## src/rtl/mem_arb_pkg.sv

```systemverilog
// Shared types and constants for the two-master memory arbiter.
package mem_arb_pkg;

  typedef enum logic {
    M0 = 1'b0,
    M1 = 1'b1
  } master_t;

  localparam int MAX_LOCK_DEF = 16;

  // Counter must hold 0..max_lock inclusive.
  function automatic int lk_cnt_w(input int max_lock);
    return $clog2(max_lock + 1);
  endfunction

endpackage

```

## src/rtl/mem_arb_if.sv

```systemverilog
// Bus bundle between the two masters, the arbiter and the single-port memory.
// Handshake: reqN is the valid and gntN the (combinational) ready; an access is
// issued in a cycle with reqN && gntN, and lockN/addrN/weN/wdataN stay stable
// until then. rvalidN is a one-cycle strobe with no backpressure.
interface mem_arb_if #(
  parameter int AW = 8,
  parameter int DW = 16
);
  logic          req0, req1;
  logic          lock0, lock1;
  logic [AW-1:0] addr0, addr1;
  logic          we0, we1;
  logic [DW-1:0] wdata0, wdata1;
  logic          gnt0, gnt1;
  logic          rvalid0, rvalid1;
  logic [DW-1:0] rdata0, rdata1;
  logic [AW-1:0] mem_addr;
  logic [DW-1:0] mem_data;
  logic          mem_wren;
  logic [DW-1:0] mem_q;
  logic          busy;

  modport slave (
    input  req0, req1, lock0, lock1, addr0, addr1, we0, we1, wdata0, wdata1, mem_q,
    output gnt0, gnt1, rvalid0, rvalid1, rdata0, rdata1, mem_addr, mem_data, mem_wren, busy
  );

  modport master (
    output req0, req1, lock0, lock1, addr0, addr1, we0, we1, wdata0, wdata1, mem_q,
    input  gnt0, gnt1, rvalid0, rvalid1, rdata0, rdata1, mem_addr, mem_data, mem_wren, busy
  );
endinterface

```

## src/rtl/mem_arb_pick.sv

```systemverilog
// Combinational winner selection for mem_arbiter, including lock bookkeeping flags.
// ARB_ROUND_ROBIN_EN selects round-robin tie-breaking; otherwise master 0 wins ties.
module mem_arb_pick
  import mem_arb_pkg::*;
#(
  parameter int MAX_LOCK = MAX_LOCK_DEF,
  parameter int CW       = lk_cnt_w(MAX_LOCK)
) (
  input  logic [1:0]    req,
  input  logic [1:0]    lock,
  input  logic          lk_v,
  input  master_t       lk_own,
  input  logic [CW-1:0] lk_cnt,
  input  master_t       last,
  output logic [1:0]    gnt,
  output master_t       win,
  output logic          set_lock,
  output logic          clr_lock,
  output logic          inc_cnt
);

  logic    locked;
  master_t other;

  assign locked = lk_v && lock[lk_own];
  assign other  = master_t'(~lk_own);

`ifndef ARB_ROUND_ROBIN_EN
  logic unused_last;
  assign unused_last = last;
`endif

  always_comb begin
    gnt      = 2'b00;
    win      = M0;
    set_lock = 1'b0;
    clr_lock = 1'b0;
    inc_cnt  = 1'b0;
    if (locked) begin
      // Owner has used its budget and the other side is waiting: hand over.
      if (lk_cnt == CW'(MAX_LOCK) && req[other]) begin
        win      = other;
        gnt[other] = 1'b1;
        clr_lock = 1'b1;
      end else if (req[lk_own]) begin
        win        = lk_own;
        gnt[lk_own] = 1'b1;
        inc_cnt    = 1'b1;
      end
    end else begin
      clr_lock = 1'b1;
      if (req == 2'b11) begin
`ifdef ARB_ROUND_ROBIN_EN
        win = master_t'(~last);
`else
        win = M0;
`endif
      end else if (req[1]) begin
        win = M1;
      end
      if (|req) begin
        gnt[win] = 1'b1;
        if (lock[win]) begin
          set_lock = 1'b1;
          clr_lock = 1'b0;
        end
      end
    end
  end

endmodule

```

## src/rtl/mem_arbiter.sv

```systemverilog
// Two-master arbiter for a single-port synchronous memory with bounded lock.
// ARB_ROUND_ROBIN_EN enables round-robin tie-breaking (default: master 0 wins ties).
module mem_arbiter
  import mem_arb_pkg::*;
#(
  parameter int MAX_LOCK = MAX_LOCK_DEF,
  parameter int CW       = lk_cnt_w(MAX_LOCK)
) (
  input  logic          clk,
  input  logic          rst_n,
  mem_arb_if.slave      bus,
  output master_t       dbg_last,
  output logic          dbg_lk_v,
  output master_t       dbg_lk_own,
  output logic [CW-1:0] dbg_lk_cnt
);

  master_t       last, lk_own, win;
  logic          lk_v, rv0, rv1;
  logic [CW-1:0] lk_cnt;
  logic [1:0]    gnt;
  logic          set_lock, clr_lock, inc_cnt;

  mem_arb_pick #(.MAX_LOCK(MAX_LOCK), .CW(CW)) u_pick (
    .req      ({bus.req1, bus.req0}),
    .lock     ({bus.lock1, bus.lock0}),
    .lk_v     (lk_v),
    .lk_own   (lk_own),
    .lk_cnt   (lk_cnt),
    .last     (last),
    .gnt      (gnt),
    .win      (win),
    .set_lock (set_lock),
    .clr_lock (clr_lock),
    .inc_cnt  (inc_cnt)
  );

  always_ff @(posedge clk or negedge rst_n) begin
    if (!rst_n) begin
      last   <= M1;
      lk_v   <= 1'b0;
      lk_own <= M0;
      lk_cnt <= '0;
      rv0    <= 1'b0;
      rv1    <= 1'b0;
    end else begin
      rv0 <= gnt[0] & ~bus.we0;
      rv1 <= gnt[1] & ~bus.we1;
      if (|gnt) last <= win;
      if (set_lock) begin
        lk_v   <= 1'b1;
        lk_own <= win;
        lk_cnt <= CW'(1);
      end else if (clr_lock) begin
        lk_v   <= 1'b0;
        lk_cnt <= '0;
      end else if (inc_cnt && lk_cnt != CW'(MAX_LOCK)) begin
        lk_cnt <= lk_cnt + CW'(1);
      end
    end
  end

  assign bus.gnt0     = gnt[0];
  assign bus.gnt1     = gnt[1];
  assign bus.rvalid0  = rv0;
  assign bus.rvalid1  = rv1;
  assign bus.rdata0   = bus.mem_q;
  assign bus.rdata1   = bus.mem_q;
  assign bus.mem_addr = gnt[0] ? bus.addr0 : (gnt[1] ? bus.addr1 : '0);
  assign bus.mem_data = gnt[0] ? bus.wdata0 : (gnt[1] ? bus.wdata1 : '0);
  assign bus.mem_wren = (gnt[0] & bus.we0) | (gnt[1] & bus.we1);
  assign bus.busy     = lk_v;

  assign dbg_last   = last;
  assign dbg_lk_v   = lk_v;
  assign dbg_lk_own = lk_own;
  assign dbg_lk_cnt = lk_cnt;

endmodule

```

## src/flat_wrapper.sv

```systemverilog
// flat-port wrapper written by rule: the top's interface ports become plain ports
module mem_arbiter_flat import mem_arb_pkg::*;
#(
  parameter int MAX_LOCK = MAX_LOCK_DEF,
  parameter int CW       = lk_cnt_w(MAX_LOCK)
)
  (clk, rst_n, dbg_last, dbg_lk_v, dbg_lk_own, dbg_lk_cnt, bus_req0, bus_req1, bus_lock0, bus_lock1, bus_addr0, bus_addr1, bus_we0, bus_we1, bus_wdata0, bus_wdata1, bus_mem_q, bus_gnt0, bus_gnt1, bus_rvalid0, bus_rvalid1, bus_rdata0, bus_rdata1, bus_mem_addr, bus_mem_data, bus_mem_wren, bus_busy);
  mem_arb_if #(.AW((8)), .DW((16))) bus_i ();
  input  logic clk;
  input  logic rst_n;
  output master_t dbg_last;
  output logic dbg_lk_v;
  output master_t dbg_lk_own;
  output logic [CW-1:0] dbg_lk_cnt;
  input wire logic [$bits(bus_i.req0)-1:0] bus_req0;
  input wire logic [$bits(bus_i.req1)-1:0] bus_req1;
  input wire logic [$bits(bus_i.lock0)-1:0] bus_lock0;
  input wire logic [$bits(bus_i.lock1)-1:0] bus_lock1;
  input wire logic [$bits(bus_i.addr0)-1:0] bus_addr0;
  input wire logic [$bits(bus_i.addr1)-1:0] bus_addr1;
  input wire logic [$bits(bus_i.we0)-1:0] bus_we0;
  input wire logic [$bits(bus_i.we1)-1:0] bus_we1;
  input wire logic [$bits(bus_i.wdata0)-1:0] bus_wdata0;
  input wire logic [$bits(bus_i.wdata1)-1:0] bus_wdata1;
  input wire logic [$bits(bus_i.mem_q)-1:0] bus_mem_q;
  output wire logic [$bits(bus_i.gnt0)-1:0] bus_gnt0;
  output wire logic [$bits(bus_i.gnt1)-1:0] bus_gnt1;
  output wire logic [$bits(bus_i.rvalid0)-1:0] bus_rvalid0;
  output wire logic [$bits(bus_i.rvalid1)-1:0] bus_rvalid1;
  output wire logic [$bits(bus_i.rdata0)-1:0] bus_rdata0;
  output wire logic [$bits(bus_i.rdata1)-1:0] bus_rdata1;
  output wire logic [$bits(bus_i.mem_addr)-1:0] bus_mem_addr;
  output wire logic [$bits(bus_i.mem_data)-1:0] bus_mem_data;
  output wire logic [$bits(bus_i.mem_wren)-1:0] bus_mem_wren;
  output wire logic [$bits(bus_i.busy)-1:0] bus_busy;
  assign bus_i.req0 = bus_req0;
  assign bus_i.req1 = bus_req1;
  assign bus_i.lock0 = bus_lock0;
  assign bus_i.lock1 = bus_lock1;
  assign bus_i.addr0 = bus_addr0;
  assign bus_i.addr1 = bus_addr1;
  assign bus_i.we0 = bus_we0;
  assign bus_i.we1 = bus_we1;
  assign bus_i.wdata0 = bus_wdata0;
  assign bus_i.wdata1 = bus_wdata1;
  assign bus_i.mem_q = bus_mem_q;
  assign bus_gnt0 = bus_i.gnt0;
  assign bus_gnt1 = bus_i.gnt1;
  assign bus_rvalid0 = bus_i.rvalid0;
  assign bus_rvalid1 = bus_i.rvalid1;
  assign bus_rdata0 = bus_i.rdata0;
  assign bus_rdata1 = bus_i.rdata1;
  assign bus_mem_addr = bus_i.mem_addr;
  assign bus_mem_data = bus_i.mem_data;
  assign bus_mem_wren = bus_i.mem_wren;
  assign bus_busy = bus_i.busy;
  mem_arbiter #(.MAX_LOCK(MAX_LOCK), .CW(CW)) u_core (.clk(clk), .rst_n(rst_n), .bus(bus_i), .dbg_last(dbg_last), .dbg_lk_v(dbg_lk_v), .dbg_lk_own(dbg_lk_own), .dbg_lk_cnt(dbg_lk_cnt));
endmodule
```

## config.mk

```make
export PLATFORM = sky130hd
export DESIGN_NAME = mem_arbiter_flat
export DESIGN_NICKNAME = d
export VERILOG_FILES = /design/src/rtl/mem_arb_pkg.sv /design/src/rtl/mem_arb_if.sv /design/src/rtl/mem_arb_pick.sv /design/src/rtl/mem_arbiter.sv /design/src/flat_wrapper.sv
export SDC_FILE = /design/constraint.sdc
export NUM_CORES = 1
export LEC_CHECK = 0
export ABC_CLOCK_PERIOD_IN_PS = 3100
export CAP_MARGIN = 20
export CELL_PAD_IN_SITES_DETAIL_PLACEMENT = 0
export CELL_PAD_IN_SITES_GLOBAL_PLACEMENT = 1
export CORE_UTILIZATION = 18
export DETAILED_ROUTE_END_ITERATION = 10
export HOLD_SLACK_MARGIN = 0.06
export PLACE_DENSITY_LB_ADDON = 0.1
export SETUP_SLACK_MARGIN = 0.4
export SLEW_MARGIN = 20
export SYNTH_ARGS = -nofsm -noshare
export SYNTH_HDL_FRONTEND = slang
export SYNTH_SLANG_ARGS = --single-unit
```

## constraint.sdc

```tcl
create_clock -name clk -period 3.1 [get_ports clk]
set_clock_uncertainty 0.05 [all_clocks]
set_input_delay 0.775 -clock clk [delete_from_list [all_inputs] [get_ports clk]]
set_output_delay 0.775 -clock clk [all_outputs]
set_load 0.005 [all_outputs]
```

# Yosys cells after proc, flatten, opt, wreduce, memory -nomap -nowiden
# Index checks and enable logic that the tools add are counted.
dict set report op_classes {
  add_sub_neg 1
  order_cmp 6
  eq_ne 3
  n_mux 43
  n_bitwise 8
  n_reduce_logical 10
}
# cell n
set ops {}
lappend ops {{two-way mux 16 bit} 2}
lappend ops {{two-way mux 1 bit} 29}
lappend ops {{two-way mux 8 bit} 2}
lappend ops {{two-way mux 5 bit} 3}
lappend ops {{two-way mux 2 bit} 4}
lappend ops {{logical AND 1 bit} 6}
lappend ops {{less-than comparator 1 x 2 -> 1 bit, second input constant} 3}
lappend ops {{adder 5 x 1 -> 5 bit, second input constant} 1}
lappend ops {{== test 5 bit, second input constant} 1}
lappend ops {{inequality test 5 bit, second input constant} 1}
lappend ops {{bitwise AND 1 bit} 4}
lappend ops {{OR reduction 2 bit} 2}
lappend ops {{demux 1 bit (select 1 bit)} 3}
lappend ops {{>= comparator 1 bit, second input constant} 3}
lappend ops {{inverter 1 bit} 3}
lappend ops {{nonzero test 3 bit} 1}
lappend ops {{== test 2 bit, second input constant} 1}
lappend ops {{nonzero test 2 bit} 1}
lappend ops {{OR 1 bit} 1}
dict set report word_totals {
  regBits 10
  inputBits 72
  out_inout_bits 70
  wordCells 77
}

# Depth between registers and ports, before layout
dict set report logic_depth {
  word_depth 12
  depth_mapped 8
  depth_no_buf 6
}

# Hierarchy
# Synthesis repeated with hierarchy kept, for this count alone.
dict set report unflattened {
  hier_cells 133
  hier_area_um2 1154.9
}
# module n_inst cells_each area_each_um2 seq_area_each_um2
set modules_own_cells {}
lappend modules_own_cells {mem_arbiter 1 108 968.4 251.5}
lappend modules_own_cells {mem_arb_pick 1 25 186.4 0.0}

# Worst setup path before layout
# Ideal clock, no wire load.
dict set report synth_timing {
  kind {reg-to-output}
  from {register u_core.lk_cnt[0], in the netlist u_core.dbg_lk_cnt[0]}
  to {output port bus_mem_data[10]}
  t_arrival_ps 1681
  t_required_ps 2275
  setup_slack_ps 594
  path_stages_with_launch 8
  n_path_buf 1
  path_cell_list {dfrtp_1 > inv_1 > ha_1 > nand4bb_4 > a41oi_2 > a21boi_4 > buf_8 > a22o_1}
}
dict set report synth_between {
  elab_chain_len 6
}
# element line
set synth_rtl {}
lappend synth_rtl {{start: declaration} mem_arbiter.sv:20} ;# logic [CW-1:0] lk_cnt;
lappend synth_rtl {{start signal: assignment} mem_arbiter.sv:58} ;# lk_cnt <= lk_cnt + CW'(1);
lappend synth_rtl {{== test 5 bit} mem_arb_pick.sv:41} ;# if (lk_cnt == CW'(MAX_LOCK) && req[other]) begin
lappend synth_rtl {{logical AND 1 bit} mem_arb_pick.sv:41}
lappend synth_rtl {{two-way mux 2 bit} mem_arb_pick.sv:41}
lappend synth_rtl {{two-way mux 2 bit} mem_arb_pick.sv:39} ;# if (locked) begin
lappend synth_rtl {{via bus_gnt1} flat_wrapper.sv:27} ;# output wire logic [$bits(bus_i.gnt1)-1:0] bus_gnt1;
lappend synth_rtl {{two-way mux 16 bit (2 in a row)} mem_arbiter.sv:70} ;# assign bus.mem_data = gnt[0] ? bus.wdata0 : (gnt[1] ? bus.wdata1 : '0);
lappend synth_rtl {{end: declaration} flat_wrapper.sv:33} ;# output wire logic [$bits(bus_i.mem_data)-1:0] bus_mem_data;
# The timed path passes the listed nets, and every way through them passes these cells.

# Worst setup path after layout
dict set report layout_timing {
  from {register u_core.lk_cnt[0], in the netlist u_core.dbg_lk_cnt[0]}
  to {output port bus_mem_wren}
}
dict set report layout_between {
  elab_chain_len 6
  word_cells_on_any_way 7
  cone_classes {eq/ne (1); mux (2); bitwise (3); reduce/logical (1)}
}
# element line
set layout_rtl {}
lappend layout_rtl {{== test 5 bit (*)} mem_arb_pick.sv:41}
lappend layout_rtl {{logical AND 1 bit (*)} mem_arb_pick.sv:41}
lappend layout_rtl {{two-way mux 2 bit (*)} mem_arb_pick.sv:41}
lappend layout_rtl {{two-way mux 2 bit (*)} mem_arb_pick.sv:39}
lappend layout_rtl {{bitwise AND 1 bit} mem_arbiter.sv:71} ;# assign bus.mem_wren = (gnt[0] & bus.we0) | (gnt[1] & bus.we1);
lappend layout_rtl {{OR 1 bit (*)} mem_arbiter.sv:71}
lappend layout_rtl {{end: declaration} flat_wrapper.sv:34} ;# output wire logic [$bits(bus_i.mem_wren)-1:0] bus_mem_wren;
# Mark *: on every way between the ends. The rest lies on a longest branch, timed or not.

==> metrics.md <==
| Metric | Value |
|---|---|
| # diodes | 0 |
| Drt drc | 0 |
| Final Max Slew Viols | 0 |
| Peak VDD IR | 0.0961 mV |
| Cell Chain, Critical Path | inv_2, ha_4, nand4bb_4, o211ai_2, a21boi_4, buf_6, buf_16, buf_8, a22o_4, buf_6 |
| LEAKAGE | 1.10 nW |
| Met3 Routed Length | 284 um |
| Final setup vio count | 0 |
| Most used cell, CP | buf_6 |
| Die area | 7370 sq um |
| Pin count of the biggest net entering global routing | 11 |
| Initial Util | 18.6% |
| Total GRT Usage | 12.5% |
| Setup TNS | 0 ns |
| Syn avg cell area | 9.31 sq um |
| Inserted Clock Buffers | 3 |
| Tmin final | 2.91 ns |
| Netlist cell types | 41 |
| Rel. slew slack | 66.1% |
| M1 WL | 1.64 mm |
| Wire length on met2 | 2.44 mm |
| Synthesized area | 1270 sq um |
| Avg WL per Cell | 13.8 um |
| P_int | 0.610 mW |
| Vias per cell | 4.20 |
| Switching share of power | 30.7% |
| Sw power | 0.270 mW |
| Synthesized instance count | 136 |
| DR iter-0 viols | 42 |
| Critical Path AT | 2.09 ns |
| Sequential power share | 18.4% |
| Yosys reg bits | 10 |
| Sequential fraction of the synthesis area | 19.9% |
| Period Utilization, post-route | 94.0% |
| Die X | 85.9 um |
| RSZ-0062 raised after global routing | true |
| FF-to-FF setup slack | 1.17 ns |
| Crit path largest cell delay | 0.38 ns |
| Cell family with most CP delay | buffers and inverters |
| Clk pwr share | 19.0% |
| Drt pass-1 iters | 4 |
| Vias in the first global route | 1485 |
| Remaining global-route overflow | 0 |
| Warnings from Yosys | 0 |
| Routed vias | 1368 |
| CP endpoint kind | primary output |
| WP data required | 2.27 ns |
| Core area | 6790 sq um |
| Comb power frac | 62.6% |
| Mapped Nets | 210 |
| Final Power | 0.880 mW |
| HP Class | flop to flop |
| Clk root buf | clkbuf_8 |
| Hold Fails Final Rpt | 0 |
| # IOs | 142 |
| Top Metal Used | met4 |
| Site Rows | 30 |
| Reg clk slew, reported paths | 0.05 ns |
| Slowest CP cell | dfrtp_1 |
| Share of post-route cells with drive strength above 1 | 40.0% |
| CP Max Fanout | 6 |
| HPWL Detailed | 3.34 mm |
| Maxcap violations | 0 |
| First-pass GRT wire length | 7.23 mm |
| Startpoint class of the critical path | flop |
| Status | complete, no violations |
| Final nets | 305 |
| Power Dens Cells | 358 nW/um^2 |
| Synth-to-Final Area Change | 94.3% |
| CTS Sinks | 10 |
| Final wirelength | 4.50 mm |
| Setup Crit Path Kind | flop to primary output |
| PortBufs | 93 |
| Die Y | 85.9 um |
| H-tree levels | 1 |
| Worst-Skew Late Latency | 0.24 ns |
| CTS max path bufs | 2 |
| Crit path buffers/inverters | 5 |
| CTS tree | yes |
| Final ANT Viol Nets | 0 |
| GP Congestion | 0.745 |
| Worst-Margin Slew | 0.506 ns |
| Antenna violations before repair | 0 |
| Max Freq | 343 MHz |
## cell usage after synthesis (all sizes together)
| cell type | number | area (sq um) |
|---|---|---|
| a41oi | 1 | 16.3 |
| o211a | 1 | 10.0 |
| and4b | 1 | 10.0 |
| nand4 | 1 | 6.26 |
| xnor2 | 1 | 8.76 |
| a21o | 1 | 7.51 |
| mux2 | 2 | 26.3 |
| o22ai | 1 | 6.26 |
| a21oi | 2 | 10.0 |
| nand4bb | 1 | 27.5 |
| o21ai | 2 | 10.0 |
| nor2 | 2 | 7.51 |
| dfstp | 1 | 26.3 |
| o211ai | 2 | 20.0 |
| mux2i | 6 | 60.1 |
| and4bb | 1 | 12.5 |
| nor2b | 2 | 12.5 |
| a31oi | 3 | 18.8 |
| ha | 2 | 25.0 |
| dfrtp | 9 | 225 |
| inv | 5 | 18.8 |
| and2b | 1 | 7.51 |
| o21bai | 1 | 11.3 |
| buf | 41 | 325 |
| o31ai | 2 | 15.0 |
| nand4b | 1 | 8.76 |
| nand3 | 2 | 10.0 |
| nand2 | 8 | 30.0 |
| a21boi | 2 | 26.3 |
| a22o | 25 | 228 |
| nand2b | 4 | 25.0 |
| o21a | 1 | 7.51 |
| or2 | 1 | 6.26 |
## routing by layer
layer,vias up,track usage (%)
met1,629,13.3
met2,62,24.0
met3,21,2.41
met5,-,0
li1,656,-
met4,0,4.70
## final timing paths
| kind | startpoint | endpoint | cells past startpoint |
|---|---|---|---|
| min in group asynchronous | rst_n | u_core.dbg_lk_cnt[1] | 1 |
| hold / removal | u_core.dbg_last | u_core.dbg_last | 2 |
| max in group asynchronous | rst_n | u_core.dbg_last | 1 |
| hold reg to reg | u_core.dbg_last | u_core.dbg_last | 2 |
| setup reg to reg | u_core.dbg_lk_cnt[0] | u_core.bus.rvalid1 | 10 |
| setup / recovery | u_core.dbg_lk_cnt[0] | bus_mem_wren | 10 |
## flip-flops by register name (all words and copies together) (netlist names)
signal and count:
u_core.bus.rvalid0 1, u_core.dbg_lk_cnt 5, u_core.bus.busy 1, u_core.bus.rvalid1 1, u_core.dbg_lk_own 1, u_core.dbg_last 1
## metrics by stage
stage	utilization, %	worst slack [ns]	cells	hold WS (ns)	area [sq um]
floorplan	-	0.594	136	0.424	1270
global placement	31.0	-0.340	298	0.425	2110
detailed placement	31.0	-0.371	298	0.423	2110
CTS	35.3	0.152	323	0.429	2400
global route	36.2	0.0896	326	0.451	2460
finish	36.2	0.186	326	0.427	2460
## placed cells by master (no fill, tap or decap), drive strengths merged, types with 3 or more instances in the layout
cell type      Yosys  final
a22o              25     25
a31oi              3      3
buf               41     66
clkbuf             0      5
clkdlybuf4s50      0     62
dfrtp              9      9
inv                5      5
mux2i              6      6
nand2              8      8
nand2b             4      4
## cell type report
class                   instances  area [sq um]
clock buffers                   4          55.1
fillers                       696          4330
inverters                       5          18.8
multi-input cells              80           737
flip-flops and latches         10           251
well taps                      96           120
repair buffers                131          1280
## tightest hold or removal path, stage by stage (launching register included)
cell and delay [ns]:
dfstp_2 0.36, inv_1 0.05, o21bai_2 0.06
## power by group through the flow
stage | clock [mW] | combinational [mW] | sequential (mW)
floorplan | 0 | 0.235 | 0.163
global placement | 0 | 0.454 | 0.163
detailed placement | 0 | 0.451 | 0.163
CTS | 0.174 | 0.532 | 0.162
global route | 0.182 | 0.595 | 0.164
finish | 0.168 | 0.550 | 0.162
## timing repair
item,in CTS,in global routing
hold buffers,0,0
buffers inserted,18,3
gates resized for setup,155,10
setup endpoints to repair,27,27
gates cloned,3,0
pin swaps,20,12
## kinds of logic (layout without fill, tap and decap cells)
kind of cell / count (synthesis) / count (layout) / synth area share (%)
DFF: 10 / 10 / 19.9
muxes: 8 / 8 / 6.82
buffers and inverters: 46 / 140 / 27.2
AOI/OAI and AO/OA: 44 / 44 / 30.5
xor gates and xnor gates: 1 / 1 / 0.692
and+or+nand+nor: 25 / 25 / 12.9
adders and majority gates: 2 / 2 / 1.98
(Power assumes the default switching activity.)
